==> config.mk <==
export PLATFORM = sky130hd
export DESIGN_NAME = btn_debounce_start_flat
export DESIGN_NICKNAME = d
export VERILOG_FILES = /design/src/rtl/btn_debounce_start_if.sv /design/src/rtl/btn_debounce_start.sv /design/src/flat_wrapper.sv
export SDC_FILE = /design/constraint.sdc
export NUM_CORES = 1
export LEC_CHECK = 0
export CAP_MARGIN = 40
export CORE_ASPECT_RATIO = 1.5
export CORE_MARGIN = 2
export CORE_UTILIZATION = 45
export DETAILED_ROUTE_END_ITERATION = 8
export SLEW_MARGIN = 20
export SYNTH_ARGS = -nofsm -noshare
export SYNTH_HDL_FRONTEND = slang
export SYNTH_SLANG_ARGS = --single-unit
==> constraint.sdc <==
create_clock -name clock -period 2.4 [get_ports clock]
set_input_delay 0.48 -clock clock [delete_from_list [all_inputs] [get_ports clock]]
set_output_delay 0.48 -clock clock [all_outputs]
set_load 0.005 [all_outputs]
==> src/rtl/btn_debounce_start_if.sv <==
// Button debouncer signal bundle: the raw button level going in and the
// debounced level, edge strobes and start phase coming out.
interface btn_debounce_start_if;
    logic btn;
    logic db_level;
    logic press_pulse;
    logic release_pulse;
    logic start;

    // Driver side: supplies the raw button and observes the results
    modport master (
        output btn,
        input  db_level,
        input  press_pulse,
        input  release_pulse,
        input  start
    );

    // Debouncer side
    modport slave (
        input  btn,
        output db_level,
        output press_pulse,
        output release_pulse,
        output start
    );
endinterface

==> src/rtl/btn_debounce_start.sv <==
// Push-button debouncer. The raw button is synchronised through two flops, and
// a new level is accepted only after it has held for STABLE_COUNT consecutive
// cycles. Accepted presses toggle the 'start' phase level for the downstream
// 7-segment clock divider.
module btn_debounce_start #(
    parameter int unsigned STABLE_COUNT = 1000000
) (
    input logic                  clock,
    input logic                  resetn,
    btn_debounce_start_if.slave  bus
);

    localparam logic [1:0] LOW       = 2'd0;
    localparam logic [1:0] WAIT_HIGH = 2'd1;
    localparam logic [1:0] HIGH      = 2'd2;
    localparam logic [1:0] WAIT_LOW  = 2'd3;

    localparam logic [20:0] LAST_CNT = 21'(STABLE_COUNT - 1);

    logic        sync1_q, sync2_q;
    logic [1:0]  state_q, state_d;
    logic [20:0] cnt_q, cnt_d;
    logic        db_q, db_d;
    logic        press_q, press_d;
    logic        rel_q, rel_d;
    logic        start_q, start_d;
    logic        s;

    assign s = sync2_q;

    // Two-flop synchroniser for the asynchronous button input
    always_ff @(posedge clock or negedge resetn) begin
        if (!resetn) begin
            sync1_q <= 1'b0;
            sync2_q <= 1'b0;
        end else begin
            sync1_q <= bus.btn;
            sync2_q <= sync1_q;
        end
    end

    // Next-state logic: a level must persist through a full count to be accepted
    always_comb begin
        state_d = state_q;
        cnt_d   = cnt_q;
        db_d    = db_q;
        press_d = 1'b0;
        rel_d   = 1'b0;
        start_d = start_q;
        case (state_q)
            LOW: begin
                if (s) begin
                    state_d = WAIT_HIGH;
                    cnt_d   = '0;
                end
            end
            WAIT_HIGH: begin
                if (!s) begin
                    state_d = LOW;
                    cnt_d   = '0;
                end else if (cnt_q == LAST_CNT) begin
                    state_d = HIGH;
                    db_d    = 1'b1;
                    press_d = 1'b1;
                    start_d = ~start_q;
                end else begin
                    cnt_d = cnt_q + 21'd1;
                end
            end
            HIGH: begin
                if (!s) begin
                    state_d = WAIT_LOW;
                    cnt_d   = '0;
                end
            end
            WAIT_LOW: begin
                if (s) begin
                    state_d = HIGH;
                    cnt_d   = '0;
                end else if (cnt_q == LAST_CNT) begin
                    state_d = LOW;
                    db_d    = 1'b0;
                    rel_d   = 1'b1;
                end else begin
                    cnt_d = cnt_q + 21'd1;
                end
            end
            default: begin
                state_d = LOW;
                cnt_d   = '0;
            end
        endcase
    end

    // State, counter and registered outputs
    always_ff @(posedge clock or negedge resetn) begin
        if (!resetn) begin
            state_q <= LOW;
            cnt_q   <= '0;
            db_q    <= 1'b0;
            press_q <= 1'b0;
            rel_q   <= 1'b0;
            start_q <= 1'b0;
        end else begin
            state_q <= state_d;
            cnt_q   <= cnt_d;
            db_q    <= db_d;
            press_q <= press_d;
            rel_q   <= rel_d;
            start_q <= start_d;
        end
    end

    assign bus.db_level      = db_q;
    assign bus.press_pulse   = press_q;
    assign bus.release_pulse = rel_q;
    assign bus.start         = start_q;

endmodule

==> src/flat_wrapper.sv <==
// flat-port wrapper written by rule: the top's interface ports become plain ports
module btn_debounce_start_flat 
#(
    parameter int unsigned STABLE_COUNT = 1000000
)
  (clock, resetn, bus_btn, bus_db_level, bus_press_pulse, bus_release_pulse, bus_start);
  btn_debounce_start_if bus_i ();
  input logic clock;
  input logic resetn;
  input wire logic [$bits(bus_i.btn)-1:0] bus_btn;
  output wire logic [$bits(bus_i.db_level)-1:0] bus_db_level;
  output wire logic [$bits(bus_i.press_pulse)-1:0] bus_press_pulse;
  output wire logic [$bits(bus_i.release_pulse)-1:0] bus_release_pulse;
  output wire logic [$bits(bus_i.start)-1:0] bus_start;
  assign bus_i.btn = bus_btn;
  assign bus_db_level = bus_i.db_level;
  assign bus_press_pulse = bus_i.press_pulse;
  assign bus_release_pulse = bus_i.release_pulse;
  assign bus_start = bus_i.start;
  btn_debounce_start #(.STABLE_COUNT(STABLE_COUNT)) u_core (.clock(clock), .resetn(resetn), .bus(bus_i));
endmodule
==> results.txt <==
----------------------------------------------------
[Floorplanning]
  I/O pin count ... 7
  Full die area ... 0.00389 mm2
  Initial cell density of the core ... 47.9%
  Core area ... 0.00319 mm2
  Horizontal die dimension ... 51.6 um
  FP Rows ... 25
  Floorplan die height ... 75.4 um

[Routing]
  Vias per inst ... 5.96
  Overall via count from detail_route ... 1269
  First-pass iteration count of the detailed router ... 4
  Total DRC errors in the routed layout ... 0
  Violation count after the first detailed-routing iteration ... 63
  Average wire length per cell after detail routing ... 16.1 um
  DRT Wirelength ... 3430 um
  DRT antenna net count ... 0

[STA]
  Highest achievable clock rate ... 429 MHz
  Tightest Pin Transition ... 0.494 ns
  Final worst path period share ... 97.0%
  Min Tclk post-route ... 2.33 ns
  Largest clock skew in the final design ... 0.00614 ns
  Setup repair after global routing missed its margin ... no
  Setup_tns ... 0 ns
  Tightest slew margin relative to the limit ... 66.2%
  Number of failing hold endpoints at the final stage ... 0
  Setup violators final ... 0
  Slew Viols, Final ... 0

[CTS]
  H-tree depth ... 2
  CTS tree ... done
  CTS Root Cell ... sky130_fd_sc_hd__clkbuf_8
  Clock latency on the worst-skew pair ... 0.28 ns
  Number of buffers on the longest clock path ... 2
  Post-cts repair resize count ... 0
  CTS Hold Bufs ... 0
  Clock-pin slew on the worst setup and hold paths ... 0.07 ns
  Number of sinks driven by the clock tree ... 29
  Post CTS Setup Buffer Count ... 0
  Number of CTS-inserted buffers ... 5

[Cells and area]
  Final std cells w/o fill ... 213
  Final instance area ... 0.00182 mm2
  Number of fill cells ... 284
  Total area of multi-input combinational cells ... 763 um2
  Area delta synth->final ... 19.1%
  Share of post-route cells with drive strength above 1 ... 17.3%
  Final-stage net count ... 176
  Register area ... 726 um2
  Diode count ... 0

[Critical path]
  Reg-to-reg slack, setup ... 0.07 ns
  Startpoint of the most critical setup path ... u_core.cnt_q[7]
  Slowest cell on crit path ... sky130_fd_sc_hd__or4_1
  CP top delay family ... simple AND/OR/NAND/NOR gates
  Max FO, Critical Path ... 6
  Data arrival time of the critical path ... 2.50 ns
  Critical path required time ... 2.57 ns
  Startpoint of the worst-slack reg-to-reg timing path ... u_core.cnt_q[7]
  WP buf/inv ... 0
  List of cells traversed by the critical path ... or4b_4 -> or4_1 -> nor3_4 -> mux2_2
  Reg2reg path depth ... 4
  Critical path depth ... 4
  Kind of end point of the critical path ... register
  Type of the worst setup path ... reg -> reg
  Critical Path Source Type ... register
  Critical path's largest stage delay ... 0.69 ns

[Global routing]
  Largest net degree at the start of global routing ... 30
  Global-route usage over all layers ... 21.1%
  Via count of the first global-routing pass ... 1270
  Total congestion overflow ... 0
  Wire length of the first global-routing pass ... 5920 um
  Number of antenna violations at the first check in global routing ... 0

[Power and ir drop]
  Proportion of power drawn by the clock network ... 52.6%
  Comb power frac ... 3.9%
  Part of the power in registers ... 43.5%
  IR drop worst, VDD ... 0.459 mV
  Leak Pwr ... 0.740 nW
  Power density of the placed cells ... 633 mW/mm2
  Switching power of the nets ... 0.232 mW
  Sw frac ... 20.1%
  Design internal power ... 0.920 mW
  Tot Pwr ... 1.15 mW

[Yosys]
  Top post-synthesis cells by count ... 29 x sky130_fd_sc_hd__dfrtp_1, 18 x sky130_fd_sc_hd__nor2_1, 13 x sky130_fd_sc_hd__nand4_1
  Yosys top cell by area ... sky130_fd_sc_hd__dfrtp_1
  Synthesized net count ... 159
  Post-synth top flop ... sky130_fd_sc_hd__dfrtp_1
  Synth Area per Inst ... 9.86 um2
  Number of cells produced by synthesis ... 155
  Number of enable-type register cells in the synthesized netlist ... 0
  Register bit total from synthesis ... 29
  Library cells used by synthesis ... 37
  Synth warn ... 0
  Largest cells by area after synthesis ... sky130_fd_sc_hd__dfrtp_1 48%, sky130_fd_sc_hd__nand4_1 5.3%, sky130_fd_sc_hd__xnor2_1 5.2%
  Summed instance area of the synthesized netlist ... 0.00153 mm2
  Leading cell type by number of instances after synthesis ... sky130_fd_sc_hd__dfrtp_1
  Share of async-settable or async-resettable flops after synthesis ... 100%
  Area fraction of the dominant cell type after synthesis ... 47.5%
  Sequential cell area fraction in the yosys report ... 47.5%

[Place]
  Final weighted congestion of routability-driven global placement ... 0.854
  Number of buffer cells added on primary ports ... 6
  Detailed placer's ending HPWL ... 2400 um
  Number of placed instances, taps included ... 205
  Cell area after placement ... 0.00169 mm2

[Run status]
  Outcome ... complete, no violations

[Min path]
  Capture endpoint of the worst hold path ... u_core.s
  Hold wc startpoint ... u_core.sync1_q
  Class of the worst hold path ... reg -> reg
  Hold Path Depth ... 0

[Run]
  Maxcap violations ... 0

----------------------------------------------------
[flip-flops by register name, summed over array words and instances (netlist names), named ones only]
signal,flops
u_core.s,1
u_core.state_q,1
u_core.cnt_q,21
u_core.bus.db_level,1
u_core.bus.start,1
u_core.bus.press_pulse,1
u_core.sync1_q,1
u_core.bus.release_pulse,1
[final cells by class]
class | instances | area share [%]
clock buffer | 5 | 3.78
multi-input combinational | 116 | 42.0
sequential | 29 | 39.9
inverter | 5 | 1.03
clock inverter | 3 | 3.58
tap | 40 | 2.75
timing repair buffer | 15 | 7.02
[layer usage]
metal	GRT usage (%)	vias to the layer above	part of all wire [%]
li1	-	598	-
met1	23.6	615	41
met2	35.2	41	51
met3	5.49	15	4.4
met4	14.3	0	4.1
met5	0	-	0
[worst max path at each step]
| stage | endpoint | slack (ns) |
|---|---|---|
| 6_report | register | 0.07 |
| 5_1_grt | register | 0.01 |
| 4_1_cts | register | 0.07 |
| 3_5_place_dp | register | 0.08 |
| 3_3_place_gp | register | 0.11 |
| 2_1_floorplan | register | 0.14 |
[cells by family after synthesis]
kind of cell	Yosys count	synth area share [%]
xor+xnor	17	9.75
mux	1	0.737
simple gates	78	31.3
buf+inv	10	2.54
flops	29	47.5
compound gates	19	7.37
fa+ha+maj	1	0.819
[worst register-to-register path: stages, from the launching register on]
cell	delay (ns)
sky130_fd_sc_hd__dfrtp_1	0.38
sky130_fd_sc_hd__or4b_4	0.57
sky130_fd_sc_hd__or4_1	0.69
sky130_fd_sc_hd__nor3_4	0.23
sky130_fd_sc_hd__mux2_2	0.35
[cells in the final DEF (no fill, tap or decap), types with 3 or more instances in the layout]
cell type                         netlist  routed
sky130_fd_sc_hd__a21oi_1                9       9
sky130_fd_sc_hd__buf_4                  0       9
sky130_fd_sc_hd__clkbuf_8               0       5
sky130_fd_sc_hd__clkdlybuf4s50_1        0       6
sky130_fd_sc_hd__dfrtp_1               29      29
sky130_fd_sc_hd__inv_1                  5       5
sky130_fd_sc_hd__nand2_1               10      10
sky130_fd_sc_hd__nand3_1                9       9
sky130_fd_sc_hd__nand4_1               13      13
sky130_fd_sc_hd__nor2_1                18      18
sky130_fd_sc_hd__nor4_1                 3       3
sky130_fd_sc_hd__o21ai_0                4       4
sky130_fd_sc_hd__or3_1                  3       3
sky130_fd_sc_hd__or4_1                  4       4
sky130_fd_sc_hd__xnor2_1                9       9
sky130_fd_sc_hd__xor2_1                 8       8
[stage by stage]
step	setup slack (ns)	hold slack, ns	util, %
floorplan	0.145	0.184	-
global placement	0.112	0.334	52.8
detailed placement	0.0780	0.349	52.8
CTS	0.0694	0.364	57.0
global route	0.0107	0.391	57.0
finish	0.0712	0.359	57.0
[power by group through the flow]
stage / combinational, mW / clock (mW) / sequential, mW
4_1_cts: 0.0453 / 0.617 / 0.501
2_1_floorplan: 0.0215 / 0 / 0.509
3_3_place_gp: 0.0442 / 0 / 0.510
3_5_place_dp: 0.0454 / 0 / 0.510
5_1_grt: 0.0511 / 0.640 / 0.502
6_report: 0.0448 / 0.606 / 0.502
Power figures use the tool's default switching activity.
